[config.mk]
export PLATFORM = sky130hd
export DESIGN_NAME = irq_dispatch_flat
export DESIGN_NICKNAME = d
export VERILOG_FILES = /design/src/rtl/irq_pkg.sv /design/src/rtl/irq_dispatch_if.sv /design/src/rtl/irq_stab_filter.sv /design/src/rtl/irq_dispatch.sv /design/src/flat_wrapper.sv
export SDC_FILE = /design/constraint.sdc
export NUM_CORES = 1
export LEC_CHECK = 0
export ABC_AREA = 1
export CORE_AREA = 2 2 70 72
export DETAILED_ROUTE_END_ITERATION = 6
export DIE_AREA = 0 0 72 74
export GPL_ROUTABILITY_DRIVEN = 0
export GPL_TIMING_DRIVEN = 0
export PLACE_DENSITY_LB_ADDON = 0.08
export SETUP_SLACK_MARGIN = 0.1
export SLEW_MARGIN = 30
export SYNTH_ARGS = -nofsm -noshare
export SYNTH_HDL_FRONTEND = slang
export SYNTH_SLANG_ARGS = --single-unit
export TNS_END_PERCENT = 100
[constraint.sdc]
create_clock -name clk -period 1.9 [get_ports clk]
set_input_delay 0.475 -clock clk [delete_from_list [all_inputs] [get_ports clk]]
set_output_delay 0.475 -clock clk [all_outputs]
set_load 0.005 [all_outputs]
[src/rtl/irq_pkg.sv]
// irq_pkg: shared types and constants for the interrupt dispatch stage.
//   state_e     - dispatch FSM states (IDLE, PEND, SERV)
//   GRP_A/B/C   - group index values carried in vec_o[5:4]
//   VEC_W       - width of the latched vector {grp_idx, chan}
//   CHAN_W      - width of the encoded channel number
//   grp_encode  - priority encoder for the three group-hit flags
package irq_pkg;

  localparam int VEC_W  = 6;
  localparam int CHAN_W = 4;

  localparam logic [1:0] GRP_A = 2'd0;
  localparam logic [1:0] GRP_B = 2'd1;
  localparam logic [1:0] GRP_C = 2'd2;

  typedef enum logic [1:0] {
    IDLE = 2'd0,
    PEND = 2'd1,
    SERV = 2'd2
  } state_e;

  // Group A outranks B, which outranks C. With no hit the result is a
  // don't-care; callers qualify it with the candidate-valid flag.
  function automatic logic [1:0] grp_encode(input logic a, input logic b, input logic c);
    logic [1:0] idx;
    idx = GRP_C;
    if (a)      idx = GRP_A;
    else if (b) idx = GRP_B;
    else if (c) idx = GRP_C;
    return idx;
  endfunction

endpackage

[src/rtl/irq_dispatch_if.sv]
// irq_dispatch_if: resolver-side inputs and CPU-side handshake of the
// interrupt dispatch stage, bundled into one interface.
//   grp_a/b/c, chan_code  - resolver group hits and encoded winning channel
//   cpu_ack, eoi          - CPU acknowledge / end-of-interrupt
//   lost_clr              - clears the sticky lost flag
//   irq_o, vec_o          - interrupt request and latched vector
//   isr_mask              - one-hot in-service channel, fed back to the resolver
//   busy_o, lost_o        - dispatcher not idle / an ack timeout occurred
// Modports: master drives the inputs and observes the outputs (resolver +
// CPU side); slave is the dispatcher itself.
interface irq_dispatch_if #(
  parameter int NCH = 9
);
  import irq_pkg::*;

  logic              grp_a;
  logic              grp_b;
  logic              grp_c;
  logic [CHAN_W-1:0] chan_code;
  logic              cpu_ack;
  logic              eoi;
  logic              lost_clr;
  logic              irq_o;
  logic [VEC_W-1:0]  vec_o;
  logic [NCH-1:0]    isr_mask;
  logic              busy_o;
  logic              lost_o;

  modport master (
    output grp_a, grp_b, grp_c, chan_code, cpu_ack, eoi, lost_clr,
    input  irq_o, vec_o, isr_mask, busy_o, lost_o
  );

  modport slave (
    input  grp_a, grp_b, grp_c, chan_code, cpu_ack, eoi, lost_clr,
    output irq_o, vec_o, isr_mask, busy_o, lost_o
  );

endinterface

[src/rtl/irq_stab_filter.sv]
// irq_stab_filter: glitch filter for the registered interrupt candidate.
// Counts how many consecutive cycles the same valid candidate has been seen
// and saturates at STABLE_CYCLES.
//   clk, rst     - clock, asynchronous active-high reset
//   clr          - forces the count to zero (dispatcher busy)
//   cand_valid   - registered candidate is valid
//   cand         - registered candidate {grp_idx, chan}
//   stable_hit   - candidate has been stable for STABLE_CYCLES updates
//   stable_vec   - the candidate that qualified
module irq_stab_filter
  import irq_pkg::*;
#(
  parameter int STABLE_CYCLES = 2
) (
  input  logic             clk,
  input  logic             rst,
  input  logic             clr,
  input  logic             cand_valid,
  input  logic [VEC_W-1:0] cand,
  output logic             stable_hit,
  output logic [VEC_W-1:0] stable_vec
);

  localparam int CNT_W = $clog2(STABLE_CYCLES + 1);
  localparam logic [CNT_W-1:0] CNT_MAX = CNT_W'(STABLE_CYCLES);

  logic             prev_valid_q, prev_valid_d;
  logic [VEC_W-1:0] prev_q, prev_d;
  logic [CNT_W-1:0] cnt_q, cnt_d;

  // The previous candidate is always tracked, even while cleared, so the
  // first idle cycle after clr simply restarts counting from one.
  always_comb begin
    prev_d       = cand;
    prev_valid_d = cand_valid;
    if (clr || !cand_valid) begin
      cnt_d = '0;
    end else if (prev_valid_q && (prev_q == cand)) begin
      cnt_d = (cnt_q == CNT_MAX) ? cnt_q : cnt_q + CNT_W'(1);
    end else begin
      cnt_d = CNT_W'(1);
    end
  end

  always_ff @(posedge clk or posedge rst) begin
    if (rst) begin
      prev_valid_q <= 1'b0;
      prev_q       <= '0;
      cnt_q        <= '0;
    end else begin
      prev_valid_q <= prev_valid_d;
      prev_q       <= prev_d;
      cnt_q        <= cnt_d;
    end
  end

  assign stable_hit = (cnt_q == CNT_MAX);
  assign stable_vec = prev_q;

endmodule

[src/rtl/irq_dispatch.sv]
// irq_dispatch: sequential dispatch stage behind the 27-channel interrupt
// priority resolver. Registers the resolver outputs, filters glitches,
// raises irq_o with a latched vector and runs the ack / EOI handshake.
//   clk, rst  - clock, asynchronous active-high reset
//   bus       - irq_dispatch_if slave modport (resolver inputs, CPU
//               handshake, irq/vector/mask/status outputs)
module irq_dispatch
  import irq_pkg::*;
#(
  parameter int NCH           = 9,
  parameter int STABLE_CYCLES = 2,
  parameter int ACK_TIMEOUT   = 255
) (
  input  logic                 clk,
  input  logic                 rst,
  irq_dispatch_if.slave        bus
);

  localparam int TO_W = (ACK_TIMEOUT > 255) ? $clog2(ACK_TIMEOUT + 1) : 8;
  localparam logic [CHAN_W-1:0] NCH_L     = CHAN_W'(NCH);
  localparam logic [NCH-1:0]    MASK_ONE  = {{(NCH-1){1'b0}}, 1'b1};
  localparam logic [TO_W-1:0]   TO_LAST   = TO_W'(ACK_TIMEOUT - 1);

  logic [2:0]        grp_q;
  logic [CHAN_W-1:0] chan_q;
  logic              cand_valid;
  logic [VEC_W-1:0]  cand;
  logic              stable_hit;
  logic [VEC_W-1:0]  stable_vec;

  state_e            state_q, state_d;
  logic [VEC_W-1:0]  vec_q, vec_d;
  logic [NCH-1:0]    mask_q, mask_d;
  logic [TO_W-1:0]   to_cnt_q, to_cnt_d;
  logic              lost_q, lost_d;
  logic              lost_set;
  logic              timeout_hit;

  always_ff @(posedge clk or posedge rst) begin
    if (rst) begin
      grp_q  <= '0;
      chan_q <= '0;
    end else begin
      grp_q  <= {bus.grp_a, bus.grp_b, bus.grp_c};
      chan_q <= bus.chan_code;
    end
  end

  // Out-of-range channel codes never form a candidate.
  assign cand_valid = (|grp_q) && (chan_q < NCH_L);
  assign cand       = {grp_encode(grp_q[2], grp_q[1], grp_q[0]), chan_q};

  irq_stab_filter #(
    .STABLE_CYCLES (STABLE_CYCLES)
  ) u_stab (
    .clk        (clk),
    .rst        (rst),
    .clr        (state_q != IDLE),
    .cand_valid (cand_valid),
    .cand       (cand),
    .stable_hit (stable_hit),
    .stable_vec (stable_vec)
  );

  // to_cnt counts completed PEND cycles minus one, so matching ACK_TIMEOUT-1
  // leaves PEND after exactly ACK_TIMEOUT cycles with irq_o high.
  assign timeout_hit = (ACK_TIMEOUT != 0) && (to_cnt_q == TO_LAST);

  always_comb begin
    state_d  = state_q;
    vec_d    = vec_q;
    mask_d   = mask_q;
    to_cnt_d = to_cnt_q;
    lost_set = 1'b0;
    case (state_q)
      IDLE: begin
        if (stable_hit) begin
          state_d  = PEND;
          vec_d    = stable_vec;
          to_cnt_d = '0;
        end
      end
      PEND: begin
        to_cnt_d = to_cnt_q + TO_W'(1);
        // Ack takes precedence over a timeout landing in the same cycle.
        if (bus.cpu_ack) begin
          state_d = SERV;
          mask_d  = MASK_ONE << vec_q[CHAN_W-1:0];
        end else if (timeout_hit) begin
          state_d  = IDLE;
          vec_d    = '0;
          lost_set = 1'b1;
        end
      end
      SERV: begin
        if (bus.eoi) begin
          state_d = IDLE;
          mask_d  = '0;
          vec_d   = '0;
        end
      end
      default: state_d = IDLE;
    endcase
    lost_d = lost_set ? 1'b1 : (bus.lost_clr ? 1'b0 : lost_q);
  end

  always_ff @(posedge clk or posedge rst) begin
    if (rst) begin
      state_q  <= IDLE;
      vec_q    <= '0;
      mask_q   <= '0;
      to_cnt_q <= '0;
      lost_q   <= 1'b0;
    end else begin
      state_q  <= state_d;
      vec_q    <= vec_d;
      mask_q   <= mask_d;
      to_cnt_q <= to_cnt_d;
      lost_q   <= lost_d;
    end
  end

  assign bus.irq_o    = (state_q == PEND);
  assign bus.vec_o    = vec_q;
  assign bus.isr_mask = mask_q;
  assign bus.busy_o   = (state_q != IDLE);
  assign bus.lost_o   = lost_q;

endmodule
[src/flat_wrapper.sv]
// flat-port wrapper written by rule: the top's interface ports become plain ports
module irq_dispatch_flat import irq_pkg::*;
#(
  parameter int NCH           = 9,
  parameter int STABLE_CYCLES = 2,
  parameter int ACK_TIMEOUT   = 255
)
  (clk, rst, bus_grp_a, bus_grp_b, bus_grp_c, bus_chan_code, bus_cpu_ack, bus_eoi, bus_lost_clr, bus_irq_o, bus_vec_o, bus_isr_mask, bus_busy_o, bus_lost_o);
  irq_dispatch_if #(.NCH(NCH)) bus_i ();
  input  logic clk;
  input  logic rst;
  input wire logic [$bits(bus_i.grp_a)-1:0] bus_grp_a;
  input wire logic [$bits(bus_i.grp_b)-1:0] bus_grp_b;
  input wire logic [$bits(bus_i.grp_c)-1:0] bus_grp_c;
  input wire logic [$bits(bus_i.chan_code)-1:0] bus_chan_code;
  input wire logic [$bits(bus_i.cpu_ack)-1:0] bus_cpu_ack;
  input wire logic [$bits(bus_i.eoi)-1:0] bus_eoi;
  input wire logic [$bits(bus_i.lost_clr)-1:0] bus_lost_clr;
  output wire logic [$bits(bus_i.irq_o)-1:0] bus_irq_o;
  output wire logic [$bits(bus_i.vec_o)-1:0] bus_vec_o;
  output wire logic [$bits(bus_i.isr_mask)-1:0] bus_isr_mask;
  output wire logic [$bits(bus_i.busy_o)-1:0] bus_busy_o;
  output wire logic [$bits(bus_i.lost_o)-1:0] bus_lost_o;
  assign bus_i.grp_a = bus_grp_a;
  assign bus_i.grp_b = bus_grp_b;
  assign bus_i.grp_c = bus_grp_c;
  assign bus_i.chan_code = bus_chan_code;
  assign bus_i.cpu_ack = bus_cpu_ack;
  assign bus_i.eoi = bus_eoi;
  assign bus_i.lost_clr = bus_lost_clr;
  assign bus_irq_o = bus_i.irq_o;
  assign bus_vec_o = bus_i.vec_o;
  assign bus_isr_mask = bus_i.isr_mask;
  assign bus_busy_o = bus_i.busy_o;
  assign bus_lost_o = bus_i.lost_o;
  irq_dispatch #(.NCH(NCH), .STABLE_CYCLES(STABLE_CYCLES), .ACK_TIMEOUT(ACK_TIMEOUT)) u_core (.clk(clk), .rst(rst), .bus(bus_i));
endmodule
# After elaboration in Yosys (flattened, before gate mapping)
# Index checks and enable logic that the tools add are counted.
[totals]
latch_bits = 0
word_cells = 66
inputBits = 12
memories = 0
regBits = 42
ramBits = 0
mem_bits_ro = 0
[classes]
n_div = 0
magnitude_cmp = 1
n_shift = 1
n_mux = 25
n_reduce_logical = 15
n_mul = 0
add_sub_neg = 2
n_eq_ne = 12
bitwise_logic = 0
[ops]
columns = ["cell", "n"]
rows = [
  ["6-bit 2-to-1 mux", 4],
  ["2-bit 2-to-1 mux", 9],
  ["9-bit 2-to-1 mux", 2],
  ["6-bit one-hot mux with 3 select lines", 1],
  ["9-bit one-hot mux with 2 select lines", 1],
  ["8-bit one-hot mux with 2 select lines", 1],
  ["1-bit by 4-bit left shift with 9-bit output (first input constant)", 1],
  ["8-bit by 1-bit adder with 8-bit output (second input constant)", 1],
  ["8-bit equality test (second input constant)", 1],
  ["8-bit 2-to-1 mux", 1],
  ["2-bit nonzero test", 4],
  ["6-bit equality test", 1],
  ["2-bit != test (second input constant)", 3],
  ["2-bit one-hot mux with 3 select lines", 1],
  ["3-bit AND reduction", 2],
  ["1-bit 2-to-1 mux", 5],
  ["5-bit AND reduction", 1],
  ["2-bit equality test (second input constant)", 2],
  ["4-bit less-than comparator (second input constant)", 1],
  ["2-bit by 1-bit != test with 1-bit output (second input constant)", 2],
  ["3-bit by 2-bit != test with 1-bit output (second input constant)", 1],
  ["3-bit != test (second input constant)", 1],
  ["3-bit nonzero test", 1],
  ["3-bit OR reduction", 1],
  ["7 further kinds", 8],
]

# Longest topological paths before layout
[logic_depth]
ltp_word = 6
ltp_mapped = 11
ltp_nobuf = 11

# Modules after synthesis
# From an unflattened synthesis, not the netlist that was laid out.
[unflattened]
hier_cells = 253
hier_area_um2 = 2097.0
[modules_own_cells]
columns = ["module", "cells_per_inst", "area_per_inst_um2", "n_inst"]
rows = [
  ["irq_dispatch", 197, 1661.6, 1],
  ["irq_stab_filter", 56, 435.4, 1],
]

# Least setup slack after synthesis
# Ideal clock, no wire load.
[synth_timing]
path_kind = "flip-flop to flip-flop"
startpoint = "register u_core.state_q[1]"
endpoint = "register u_core.vec_q[3], in the netlist u_core.bus.vec_o[3]"
t_arrival_ps = 1363
n_path_buf = 1
required_ps = 1785
synth_period_minus_slack_ps = 1479
setup_slack_ps = 421
stages_incl_launch_ff = 10
cell_sequence = "dfrtp_1 inv_1 ha_1 buf_6 nand2_1 nand2_8 nor2_8 nand2_8 nand2_2 nand2_2"
[synth_between]
elab_chain_cells = 3
word_cells_on_any_way = 10
[synth_lines]
columns = ["item", "line", "text"]
rows = [
  ["start, declared", "irq_dispatch.sv:31", "state_e state_q, state_d;"],
  ["start signal, assigned", "irq_dispatch.sv:115", "state_q <= state_d;"],
  ["2-bit by 1-bit equality test with 1-bit output *", "n/a", ""],
  ["via bus_irq_o", "flat_wrapper.sv:19", "output wire logic [$bits(bus_i.irq_o)-1:0] bus_irq_o;"],
  ["2-bit by 1-bit != test with 1-bit output (no line), or another cell as far along", "n/a", ""],
  ["5-bit AND reduction (no line)", "n/a", ""],
  ["end signal, assigned", "irq_dispatch.sv:116", "vec_q <= vec_d;"],
  ["end, declared", "irq_dispatch.sv:32", "logic [VEC_W-1:0] vec_q, vec_d;"],
]
# The timed path passes the listed nets; every way through them passes the cells marked *.
# A chain may end at the register's enable or synchronous reset.

# Final worst setup path
[layout_timing]
startpoint = "register u_core.state_q[1]"
endpoint = "output port bus_irq_o"
[layout_between]
elab_chain_cells = 1
[layout_lines]
columns = ["item", "line", "text"]
rows = [
  ["2-bit by 1-bit equality test with 1-bit output", "irq_dispatch.sv:123", "assign bus.irq_o = (state_q == PEND);"],
  ["end, declared", "flat_wrapper.sv:19", ""],
]
# No other way between the ends.

==> out/qor.csv <==
metric,value,unit
hold_viol_final,0,
crit_chain,inv_2 -> buf_4 -> ha_4 -> dlygate4sd2_1,
drt-vias-per-instance,4.91,
critical_path.slowest_cell,dfrtp_1,
clock-sinks,42,
synth_top_area_share,48.2,%
grt_pass1_vias,1602,
ys_seq_area_share,48.2,%
postRouteAntennaNets,0,
maxSlewViolCount,0,
max_cap_violations,0,
synth_edf_count,0,
initial_core_util,47.5,%
min_period,1.76,ns
antenna_cells,0,
cts_buffers,5,
synth_fp_nets,267,
htree_levels,2,
grt_pass1_wl,6.95,mm
final_util,59.1,%
setup_ws,0.139,ns
clock_path_buffers,2,
die-area,5330,sq um
post_dp_cell_area,2560,sq um
relSlewSlack,66.6,%
crit_path_max_fanout,3,
leakagePower,1.37,nW
crit_family,buffers and inverters,
synthTopCellsByArea,"dfrtp_1, nand2_1, inv_1",
yosys_register_bits,42,
critical_path.endpoint_type,output port,
grt_util_all_layers,16.9,%
p_total,3.59,mW
finalCritPeriodShare,92.7,%
finalNetCount,311,
synth_top_area_cell,dfrtp_1,
cts.root.buffer_cell,clkbuf_8,
wl_per_cell,11.3,um
num_vias,1699,
synth_warnings,0,
synthTopCellsByCount,"nand2_1, dfrtp_1, inv_1, nand3_1, nor2_1",
netlist_area,2180,sq um
wirelength,3.92,mm
skew,0.0105,ns
avgSynthCellArea,8.80,sq um
max_freq,568,MHz
vdd_ir_drop_max,0.000575,V
fp.dieW,72,um
first_iter_violations,50,
power.density,1320,nW/um^2
criticalPathCategory,reg -> out,
path_buf_inv,3,
grt_max_degree,25,
antenna_found_initial,0,
final_layout_size_suffix_gt1_share,20.2,%
cp-start-kind,flop,
dp_slack,0.0677,ns
slowest_delay,0.39,ns
core_area,4600,sq um
synthArstFlopShare,100,%
dr.pass1.iters,4,
synth.distinct_cells,29,
synthCells,248,
synth.most_common_cell,nand2_1,
cts_tree,done,
syn2layout_area_growth,24.5,%
rsz0062_at_grt,no,
rows,25,
clk_pin_slew_worst_paths,0.08,ns
crit_required,1.42,ns
cts_hold_buffers,0,
worst_r2r_startpoint,u_core.state_q[1]$_DFFE_PP0P_,
tightest_slew,0.502,ns
nFillCells,426,
ios,30,
setup_viol,0,
min_path_type,reg -> reg,
fin_area,2720,sq um
stdcell_count,346,
synthFlopType,dfrtp_1,
dp_hpwl,2.87,mm
min-delay-start,u_core.chan_q[2]$_DFF_PP0_,
crit_arrival,1.29,ns
port_buffers,29,
clk_latency,0.29,ns
drc,0,
status,finished clean,
grt.overflow.total,0,
place_inst,332,
die_h,74,um
startpoint,u_core.state_q[1]$_DFFE_PP0P_,
## final cells by class
class	count	area (sq um)	share of cell area, %
Multi-Input combinational cell	164	986	36.3
Timing Repair Buffer	37	360	13.3
Inverter	41	161	5.94
Sequential cell	42	1050	38.7
Clock buffer	5	68.8	2.53
Clock inverter	2	10.0	0.368
Tap cell	54	67.6	2.49
Buffer	1	11.3	0.415
## flip-flops by register name, summed over array words and instances (netlist names)
| name | count |
|---|---|
| u_core.to_cnt_q | 8 |
| u_core.u_stab.cnt_q | 2 |
| u_core.u_stab.stable_vec | 6 |
| u_core.state_q | 2 |
| u_core.u_stab.prev_valid_q | 1 |
| u_core.chan_q | 4 |
| u_core.bus.vec_o | 6 |
| u_core.bus.isr_mask | 9 |
| u_core.grp_q | 3 |
| u_core.bus.lost_o | 1 |
## path summary, 6_finish.rpt
path / to / slack [ns] / cells past startpoint
max in group asynchronous: u_core.state_q[0]$_DFFE_PP0P_ / 0.95 / 3
max: bus_irq_o / 0.14 / 4
min: u_core.u_stab.stable_vec[2]$_DFF_PP0_ / 0.40 / 0
min reg2reg: u_core.u_stab.stable_vec[2]$_DFF_PP0_ / 0.40 / 0
min in group asynchronous: u_core.u_stab.stable_vec[3]$_DFF_PP0_ / 0.49 / 2
max reg2reg: u_core.bus.vec_o[4]$_DFFE_PP0P_ / 0.24 / 10
## kinds of logic (layout without fill, tap and decap cells)
logic type / Yosys count / in the layout / synth area share [%]
AND/OR/NAND/NOR: 133 / 133 / 33.3
adder cells (fa/ha/maj): 7 / 7 / 4.01
flip-flops: 42 / 42 / 48.2
AO/OA/AOI/OAI: 22 / 22 / 5.96
buffers and inverters: 42 / 86 / 7.80
XOR/XNOR: 2 / 2 / 0.803
## through the flow
stage,hold slack [ns],TNS [ns]
floorplan,0.374,0
finish,0.402,0
global placement,0.388,-18.97
detailed placement,0.392,0
global route,0.434,0
CTS,0.410,0
## power by group
part / total [mW] / internal, mW / switching, mW
registers: 1.24 / 1.08 / 0.153
logic: 1.81 / 0.798 / 1.01
clock network: 0.541 / 0.247 / 0.294
total: 3.59 / 2.13 / 1.46
## routing by layer
metal	GRT usage [%]	vias to the layer above	share of wire, %	routed length, um
li1	-	871	-	-
met1	21.0	796	45	1770
met2	29.5	27	51	1990
met3	2.85	5	3.0	117
met4	6.92	0	1.2	47
met5	0	-	0	0
## cell usage in the layout (no fill, tap or decap), types with 2 or more instances in the layout
master / count
clkinv_2: 2
nand2_4: 2
nor2_4: 5
nand2_1: 54
nand3_1: 25
ha_1: 5
o21ai_0: 12
dfrtp_1: 42
inv_1: 33
clkbuf_8: 5
o21ai_1: 3
nand2_2: 14
nor3b_1: 2
nor2_1: 18
inv_2: 5
inv_4: 3
nand2_8: 3
nand4_1: 5
clkdlybuf4s50_1: 27
ha_4: 2
buf_6: 2
o21ai_2: 3
buf_4: 6
## timing repair
action	4_1_cts	5_1_grt
cloned	0	0
gates resized for setup	8	4
setup endpoints to repair	2	1
buffers inserted	4	3
pin swaps	0	1
No activity file was read; power rests on OpenSTA's default activity.
